--- src/rtl/ts_sched_pkg.sv ---
// Shared types for ts_req_scheduler: ID/requester-index/timestamp types and the result record.
package ts_sched_pkg;

  localparam int DEF_N_REQ = 4;
  localparam int DEF_ID_W  = 3;
  localparam int DEF_TS_W  = 8;

  typedef logic [DEF_ID_W-1:0]          id_t;
  typedef logic [$clog2(DEF_N_REQ)-1:0] req_idx_t;
  typedef logic [DEF_TS_W-1:0]          ts_t;

  typedef struct packed {
    id_t id;
    ts_t start_ts;
    ts_t end_ts;
    ts_t delta;
  } result_t;

endpackage

--- src/rtl/ts_rr_arb.sv ---
// Round-robin arbiter: searches req starting at ptr and returns a one-hot grant plus its index.
module ts_rr_arb #(
  parameter int N = 4,
  localparam int IW = (N > 1) ? $clog2(N) : 1
) (
  input  logic [N-1:0]  req,
  input  logic [IW-1:0] ptr,
  output logic [N-1:0]  gnt,
  output logic [IW-1:0] idx
);

  logic found;
  int   k;

  always_comb begin
    found = 1'b0;
    idx   = '0;
    k     = 0;
    for (int off = 0; off < N; off++) begin
      k = int'(ptr) + off;
      if (k >= N) k = k - N;
      if (!found && req[IW'(k)]) begin
        found = 1'b1;
        idx   = IW'(k);
      end
    end
  end

  for (genvar gi = 0; gi < N; gi++) begin : g_gnt
    assign gnt[gi] = found && (idx == IW'(gi));
  end

endmodule

--- src/rtl/ts_req_scheduler.sv ---
// Shares one event_timestamper among N_REQ requesters: ID allocation, start/end RR arbitration,
// result routing to the ID owner. Optional end-request checking under `TS_SCHED_CHECK_EN.
module ts_req_scheduler
  import ts_sched_pkg::*;
#(
  parameter int N_REQ = DEF_N_REQ,
  parameter int ID_W  = DEF_ID_W,
  parameter int TS_W  = DEF_TS_W
) (
  input  logic                  clk,
  input  logic                  rst,
  input  logic [N_REQ-1:0]      req_start_valid,
  output logic [N_REQ-1:0]      req_start_ready,
  output logic [ID_W-1:0]       req_start_id,
  input  logic [N_REQ-1:0]      req_end_valid,
  input  logic [N_REQ*ID_W-1:0] req_end_id,
  output logic [N_REQ-1:0]      req_end_ready,
  output logic [N_REQ-1:0]      res_valid,
  input  logic [N_REQ-1:0]      res_ready,
  output logic [ID_W-1:0]       res_id,
  output logic [TS_W-1:0]       res_start_ts,
  output logic [TS_W-1:0]       res_end_ts,
  output logic [TS_W-1:0]       res_delta,
  output logic                  ts_start_valid,
  input  logic                  ts_start_ready,
  output logic [ID_W-1:0]       ts_start_id,
  output logic                  ts_end_valid,
  input  logic                  ts_end_ready,
  output logic [ID_W-1:0]       ts_end_id,
  input  logic                  ts_out_valid,
  output logic                  ts_out_ready,
  input  logic [ID_W-1:0]       ts_out_id,
  input  logic [TS_W-1:0]       ts_out_start_ts,
  input  logic [TS_W-1:0]       ts_out_end_ts,
  input  logic [TS_W-1:0]       ts_out_delta,
  output logic                  sched_err
);

  localparam int N_ID  = 2 ** ID_W;
  localparam int IDX_W = $clog2(N_REQ);

  logic [N_ID-1:0]  busy_reg, busy_next;
  logic [IDX_W-1:0] owner_reg [N_ID];
  logic [IDX_W-1:0] ptr_s_reg, ptr_e_reg;

  logic [ID_W-1:0]  alloc_id;
  logic             have_free;
  logic [N_REQ-1:0] start_gnt, end_gnt;
  logic [IDX_W-1:0] start_idx, end_idx, res_owner;
  logic             start_fire, end_any, end_bad, end_accept, end_fire, res_fire;
  logic [ID_W-1:0]  end_id;

  // Lowest free ID wins; allocation always sees the busy vector before this cycle's free.
  always_comb begin
    alloc_id = '0;
    for (int i = N_ID - 1; i >= 0; i--) begin
      if (!busy_reg[i]) alloc_id = ID_W'(i);
    end
  end
  assign have_free = ~&busy_reg;

  ts_rr_arb #(.N(N_REQ)) u_start_arb (
    .req (req_start_valid & {N_REQ{have_free}}),
    .ptr (ptr_s_reg),
    .gnt (start_gnt),
    .idx (start_idx)
  );

  assign ts_start_valid  = have_free && (|req_start_valid);
  assign ts_start_id     = alloc_id;
  assign req_start_id    = alloc_id;
  assign req_start_ready = start_gnt & {N_REQ{ts_start_ready}};
  assign start_fire      = ts_start_valid && ts_start_ready;

  ts_rr_arb #(.N(N_REQ)) u_end_arb (
    .req (req_end_valid),
    .ptr (ptr_e_reg),
    .gnt (end_gnt),
    .idx (end_idx)
  );

  assign end_any = |req_end_valid;
  assign end_id  = req_end_id[int'(end_idx)*ID_W +: ID_W];

`ifdef TS_SCHED_CHECK_EN
  assign end_bad = !busy_reg[end_id] || (owner_reg[end_id] != end_idx);
`else
  assign end_bad = 1'b0;
`endif

  // An illegal end is swallowed here, so it is accepted regardless of the timestamper.
  assign end_accept    = end_bad || ts_end_ready;
  assign ts_end_valid  = end_any && !end_bad;
  assign ts_end_id     = end_id;
  assign req_end_ready = end_gnt & {N_REQ{end_accept}};
  assign end_fire      = end_any && end_accept;
  assign sched_err     = end_any && end_bad;

  assign res_owner    = owner_reg[ts_out_id];
  assign ts_out_ready = res_ready[res_owner];
  assign res_fire     = ts_out_valid && ts_out_ready;
  assign res_id       = ts_out_id;
  assign res_start_ts = ts_out_start_ts;
  assign res_end_ts   = ts_out_end_ts;
  assign res_delta    = ts_out_delta;

  for (genvar gi = 0; gi < N_REQ; gi++) begin : g_res
    assign res_valid[gi] = ts_out_valid && (res_owner == IDX_W'(gi));
  end

  // Set and clear never target the same ID: alloc picks a free ID, results free a busy one.
  for (genvar gi = 0; gi < N_ID; gi++) begin : g_busy
    assign busy_next[gi] = (start_fire && (alloc_id == ID_W'(gi))) ||
                           (busy_reg[gi] && !(res_fire && (ts_out_id == ID_W'(gi))));
  end

  always_ff @(posedge clk) begin
    if (rst) begin
      busy_reg  <= '0;
      ptr_s_reg <= '0;
      ptr_e_reg <= '0;
      for (int i = 0; i < N_ID; i++) owner_reg[i] <= '0;
    end else begin
      busy_reg <= busy_next;
      if (start_fire) begin
        owner_reg[alloc_id] <= start_idx;
        ptr_s_reg <= (start_idx == IDX_W'(N_REQ - 1)) ? '0 : start_idx + 1'b1;
      end
      if (end_fire) begin
        ptr_e_reg <= (end_idx == IDX_W'(N_REQ - 1)) ? '0 : end_idx + 1'b1;
      end
    end
  end

endmodule

--- config.mk ---
export PLATFORM = sky130hd
export DESIGN_NAME = ts_req_scheduler
export DESIGN_NICKNAME = d
export VERILOG_FILES = /design/src/rtl/ts_sched_pkg.sv /design/src/rtl/ts_rr_arb.sv /design/src/rtl/ts_req_scheduler.sv
export SDC_FILE = /design/constraint.sdc
export NUM_CORES = 1
export LEC_CHECK = 0
export ABC_AREA = 0
export CAP_MARGIN = 5
export CORE_MARGIN = 1.5
export CORE_UTILIZATION = 41
export DETAILED_ROUTE_END_ITERATION = 16
export GPL_TIMING_DRIVEN = 1
export PLACE_DENSITY = 0.8
export SETUP_SLACK_MARGIN = 0.05
export SLEW_MARGIN = 10
export SYNTH_ARGS = -nofsm -noshare
export SYNTH_HDL_FRONTEND = slang
export SYNTH_SLANG_ARGS = --single-unit
export TNS_END_PERCENT = 100
--- constraint.sdc ---
create_clock -name clk -period 3.5 [get_ports clk]
set_input_delay 0.7 -clock clk [delete_from_list [all_inputs] [get_ports clk]]
set_output_delay 0.7 -clock clk [all_outputs]
set_load 0.03 [all_outputs]
[After elaboration in Yosys (flattened, before gate mapping)]
Memory sizes are Yosys's and may differ from the RTL's.
Index checks and enable logic that the tools add are counted.
Word-level totals
  register bits: 12
  RAM bits: 16
  output and inout bits: 52
  word-level logic and storage cells: 211
  memories: 1
Memories
  owner_reg: words 8, width 2, read ports 1, clocked after memory_dff 0, wr ports 8, line ts_req_scheduler.sv:43  | logic [IDX_W-1:0] owner_reg [N_ID];
Operators by class
  add/sub/neg operators: 16
  $mul: 1
  $lt $le $gt $ge: 17
  eq/ne operators: 23
  shift-type cells: 1
  mux-type cells: 68
  bitwise operators: 3
  reduce and logical (&&, ||, !) cells: 78
Operators by type and width (count)
  $logic_and 1x1->1: 46
  $mux 2: 19
  $lt 2x4->1 const B: 8
  $mux 1: 31
  $mux 3: 9
  $eq 3x3->1 const B: 8
  $bmux 1 s2: 9
  $ge 3x3->1 const B: 6
  $sub 2x1->2 const B: 8
  $logic_not 1->1: 15
  $add 2x2->3 const B: 4
  $and 4x4->4: 3
  $eq 2x2->1 const B: 6
  $eq 3x2->1 const B: 4
  $shiftx 12x5->3: 1
  $logic_or 1x1->1: 8
  $reduce_and 8->1: 1
  $reduce_or 4->1: 2
  $add 2x1->3 const B: 2
  $eq 2x1->1 const B: 3
  $eq 3x1->1 const B: 2
  $ge 2x3->1 const B: 2
  $logic_not 2->1: 3
  $logic_not 3->1: 2
  other kinds (4): 5

[Logic depth before layout (Yosys ltp)]
  depth after elaboration: 19
  depth in mapped cells: 10
  depth with buffers taken out: 8

[By module]
From an unflattened synthesis, not the netlist that was laid out.
Unflattened totals
  cells, all modules: 255
  area total of the unflattened synthesis: 2259.7 sq um
By module, submodules not included
  ts_req_scheduler: times used 1, cells each 193, area each 1864.3 sq um, sequential area each 720.7 sq um
  ts_rr_arb: times used 2, cells each 31, area each 197.7 sq um, sequential area each 0.0 sq um

[Worst setup path before layout]
OpenSTA, ideal clock, no wires.
  path type: in2out
  start point: input port req_start_valid[3]
  end point: output port req_start_ready[1]
  arrival: 2561 ps
  required time: 2800 ps
  setup slack: 239 ps
  stages: 7
  path buffers: 0
  cell sequence: and3b_1 -> o21ai_0 -> or4b_2 -> mux2i_2 -> inv_1 -> ha_1 -> and3_1
On the way
  word-level cells in the longest chain between the ends: 17
  elaborated cells on any way between the ends: 30
RTL lines
  start: declaration: line ts_req_scheduler.sv:12  | input logic [N_REQ-1:0] req_start_valid,
  $and 4x4->4 *: line ts_req_scheduler.sv:63  | .req (req_start_valid & {N_REQ{have_free}}),
  $bmux 1 s2: line ts_rr_arb.sv:22  | if (!found && req[IW'(k)]) begin
  $mux 1 (not written as such) (2 in series): line ts_rr_arb.sv:22
  $mux 1: line ts_rr_arb.sv:22
  $logic_not 1->1: line ts_rr_arb.sv:22
  $logic_and 1x1->1: line ts_rr_arb.sv:22
  $mux 1: line ts_rr_arb.sv:22
  $logic_not 1->1: line ts_rr_arb.sv:22
  $logic_and 1x1->1: line ts_rr_arb.sv:22
  $mux 1: line ts_rr_arb.sv:22
  $logic_not 1->1: line ts_rr_arb.sv:22
  $logic_and 1x1->1: line ts_rr_arb.sv:22
  $mux 2 *: line ts_rr_arb.sv:22
  named net start_idx[0]: line ts_req_scheduler.sv:49  | logic [IDX_W-1:0] start_idx, end_idx, res_owner;
  $eq 2x1->1 *: line ts_rr_arb.sv:30  | assign gnt[gi] = found && (idx == IW'(gi));
  $logic_and 1x1->1 *: line ts_rr_arb.sv:30
  $and 4x4->4 *: line ts_req_scheduler.sv:72  | assign req_start_ready = start_gnt & {N_REQ{ts_start_ready}};
  end: declaration: line ts_req_scheduler.sv:13  | output logic [N_REQ-1:0] req_start_ready,
Mark *: on every way through the listed nets, which the timed path passes. The rest lies on a longest branch. The select of a mux whose other input is x is not followed.

[Worst setup path in the final report]
  start point: input port ts_out_id[1]
  end point: output port ts_out_ready
On the way
  word-level cells in the longest chain between the ends: 3
RTL lines
  start: declaration: line ts_req_scheduler.sv:32  | input logic [ID_W-1:0] ts_out_id,
  $mem_v2 8x2
  $bmux 1 s2: line ts_req_scheduler.sv:100  | assign ts_out_ready = res_ready[res_owner];
  $mux 1 (not written as such): line ts_req_scheduler.sv:100
  end: declaration: line ts_req_scheduler.sv:31  | output logic ts_out_ready,
Every way passes these cells. The select of a mux whose other input is x is not followed.

==> reports/results.tsv <==
metric	value	unit
maxSlewHeadroom	57.49	%
yosys-top-cells-area	edfxtp_1 (22%), dfxtp_1 (11%), buf_4 (11%)	
start_util	42.23	%
synth-edff-count	16	
critPathKind	input pin to output port	
grt_usage	17.40	%
synth_area	2143	sq um
wl_per_cell	13.20	microns
synthXorXnorAreaFrac	0	%
grt-ovfl-total	0	
fin_tns_setup	0	ns
worstPathMaxFanout	8	
holdWs	0.5386	ns
via_per_inst	5.149	
clock_latency	0.27	ns
timing.rr.start	owner_reg[0][0]	
ys_seq_area_share	33.63	%
synth-seq-cells	28	
critPathMaxStageDelay	0.52	ns
maxCapViolations	0	
synth-simple-area-share	21.77	%
die_w	75.30	microns
antenna_left	0	
htreeDepth	1	
async_flop_share	0	%
drc	0	
grt_pass1_vias	1737	
cts_buffer_depth	2	
drt_iter0_markers	86	
die_h	75.30	microns
dieArea	5670	sq um
hp-class	flop to flop	
period_share	96.00	%
drv_slew	0	
synth_top_family_by_area	simple AND/OR/NAND/NOR gates	
hold_violations	0	
area_growth	27.50	%
synth_compound_area_share	11.50	%
fin_cells	349	
wl	4606	microns
ys_warn_count	0	
firstDrtPassIters	4	
drive_gt1_share	18.28	%
p_total	0.9660	mW
clock_sinks	28	
cp-startpoint	ts_out_id[1]	
cts_buffers	3	
syn-num-nets	300	
fin_crit	3.360	ns
largest_reg_flops	16	
synth_top_area_cell	edfxtp_1	
status	completed	
place_area	2654	sq um
gp_congestion	0.8427	
max_slew.worst_pin.slew	0.6376	ns
post-dp-hpwl	3677	microns
numPortBuffers	58	
grt_max_degree	21	
grt_pass1_wl	7624	microns
synth_cell_types	46	
io_pins	108	
core	5075	sq um
setup_violations	0	
antenna_found_initial	0	
cp_cell_sequence	dlygate4sd2_1 -> mux2_2 -> mux4_1 -> buf_4 -> mux4_2 -> buf_4	
synth_flop_cell	edfxtp_1	
clkSlewWorstSetupHoldPaths	0.09	ns
cp-start-kind	input pin	
synthAdderAreaFrac	4.670	%
leakagePower	1.233	nW
crit_arrival	2.66	ns
synthMuxAreaShare	13.31	%
rsz0062_at_grt	no	
fin_nets	344	
dp.cells	344	
cts_tree	yes	
fin_skew	0.007035	ns
cp.required	2.80	ns
hp-start	ptr_e_reg[0]	
syn_area_per_cell	9.082	sq um
row_count	26	
vias	1797	
p_per_area	353.5	nW/um^2
critPathMostFrequentCell	buf_4	
netlist.area_leader.share	22.42	%
stdcell_area	2733	sq um
cp_slowest_cell	mux4_1	
cts_root_buffer	clkbuf_8	
peakVddDrop	0.0003553	V
synthCells	236	
n_antenna_cell	0	
clock.fmax	297.6	MHz
worstSetupEndpointType	output port	
==> cells in the mapped netlist, types with 3 or more instances <==
master,number
and3_1,8
nor2_1,28
a211oi_1,3
buf_4,31
nand2_1,18
ha_1,8
nand2b_1,15
mux2_2,4
dfxtp_1,12
mux4_1,3
inv_1,14
nor3_1,4
o21ai_0,4
a311o_1,6
edfxtp_1,16
mux2i_1,11
clkbuf_1,5
a21oi_1,10
nand3_1,3
==> metal layers <==
metal	global-route usage, %	up-vias	wire length, microns
met4	5.952	0	61
li1	-	886	-
met1	20.37	828	1899
met5	0	-	0
met3	4.762	6	339
met2	30.70	77	2305
==> metrics by stage <==
step | setup WS [ns] | utilization (%)
finish | 0.1398 | 53.85
global route | 0.07947 | 53.85
CTS | 0.07460 | 53.87
detailed placement | -0.5804 | 52.29
global placement | -0.5518 | 52.29
floorplan | 0.2389 | -
==> cell families (layout without fill, tap and decap cells) <==
kind of cell / count (synthesis) / count (layout)
compound gates: 34 / 34
fa+ha+maj: 8 / 8
buf+inv: 52 / 95
flops: 28 / 28
mux: 21 / 21
other cells: 1 / 1
simple gates: 92 / 92
==> cells in the final DEF, fill, tap and decap left out, types with 2 or more instances in the layout <==
cell              n
and3_1            8
buf_4            29
a21oi_1          10
o21ai_0           4
nor4_1            2
nand2b_1         15
dlymetal6s2s_1    2
a211oi_1          3
clkdlybuf4s50_1  36
dfxtp_1          12
nor2_1           28
nand4_1           2
a311o_1           6
inv_1            14
nor2b_1           2
o21a_1            2
edfxtp_1         16
nand2_1          18
mux2i_1          11
clkbuf_8          3
ha_1              8
a41o_2            2
nor3_1            3
mux4_1            3
dlygate4sd2_1     8
mux2_2            4
nand3_1           3
or3_1             2
==> repair_timing <==
item / 4_1_cts / 5_1_grt
gates cloned: 0 / 0
hold endpoints to repair: 0 / 0
gates resized for setup: 20 / 4
endpoints found under the setup margin: 11 / 3
pin swaps: 0 / 0
setup buffers: 1 / 0
hold buffers: 0 / 0
==> area by class of cell <==
type                       instances  area [sq um]
clock buffer                       3         41.29
multi-input combinational        156          1111
sequential                        28         720.7
tap                               70         87.58
inverter                          14         52.55
timing repair buffer              77         689.4
fill                             484          2342
clock inverter                     1         30.03
==> worst max-delay path, delay by kind of cell <==
family	cells	cell delay [ns]
multiplexers	3	1.20
buffers and inverters	3	0.76
==> where the power goes <==
part	leakage, nW	switching, mW	internal [mW]
clock	0.0357	0.101	0.153
combinational	0.933	0.175	0.159
sequential	0.264	0.0138	0.364
total	1.23	0.290	0.676
==> worst paths after layout <==
kind	to	slack, ns	depth (start not counted)
setup / recovery	ts_out_ready	0.14	6
hold / removal	ptr_e_reg[0]	0.54	2
setup reg to reg	busy_reg[3]	1.24	6
hold reg to reg	ptr_e_reg[0]	0.54	2
Power figures use the tool's default switching activity.
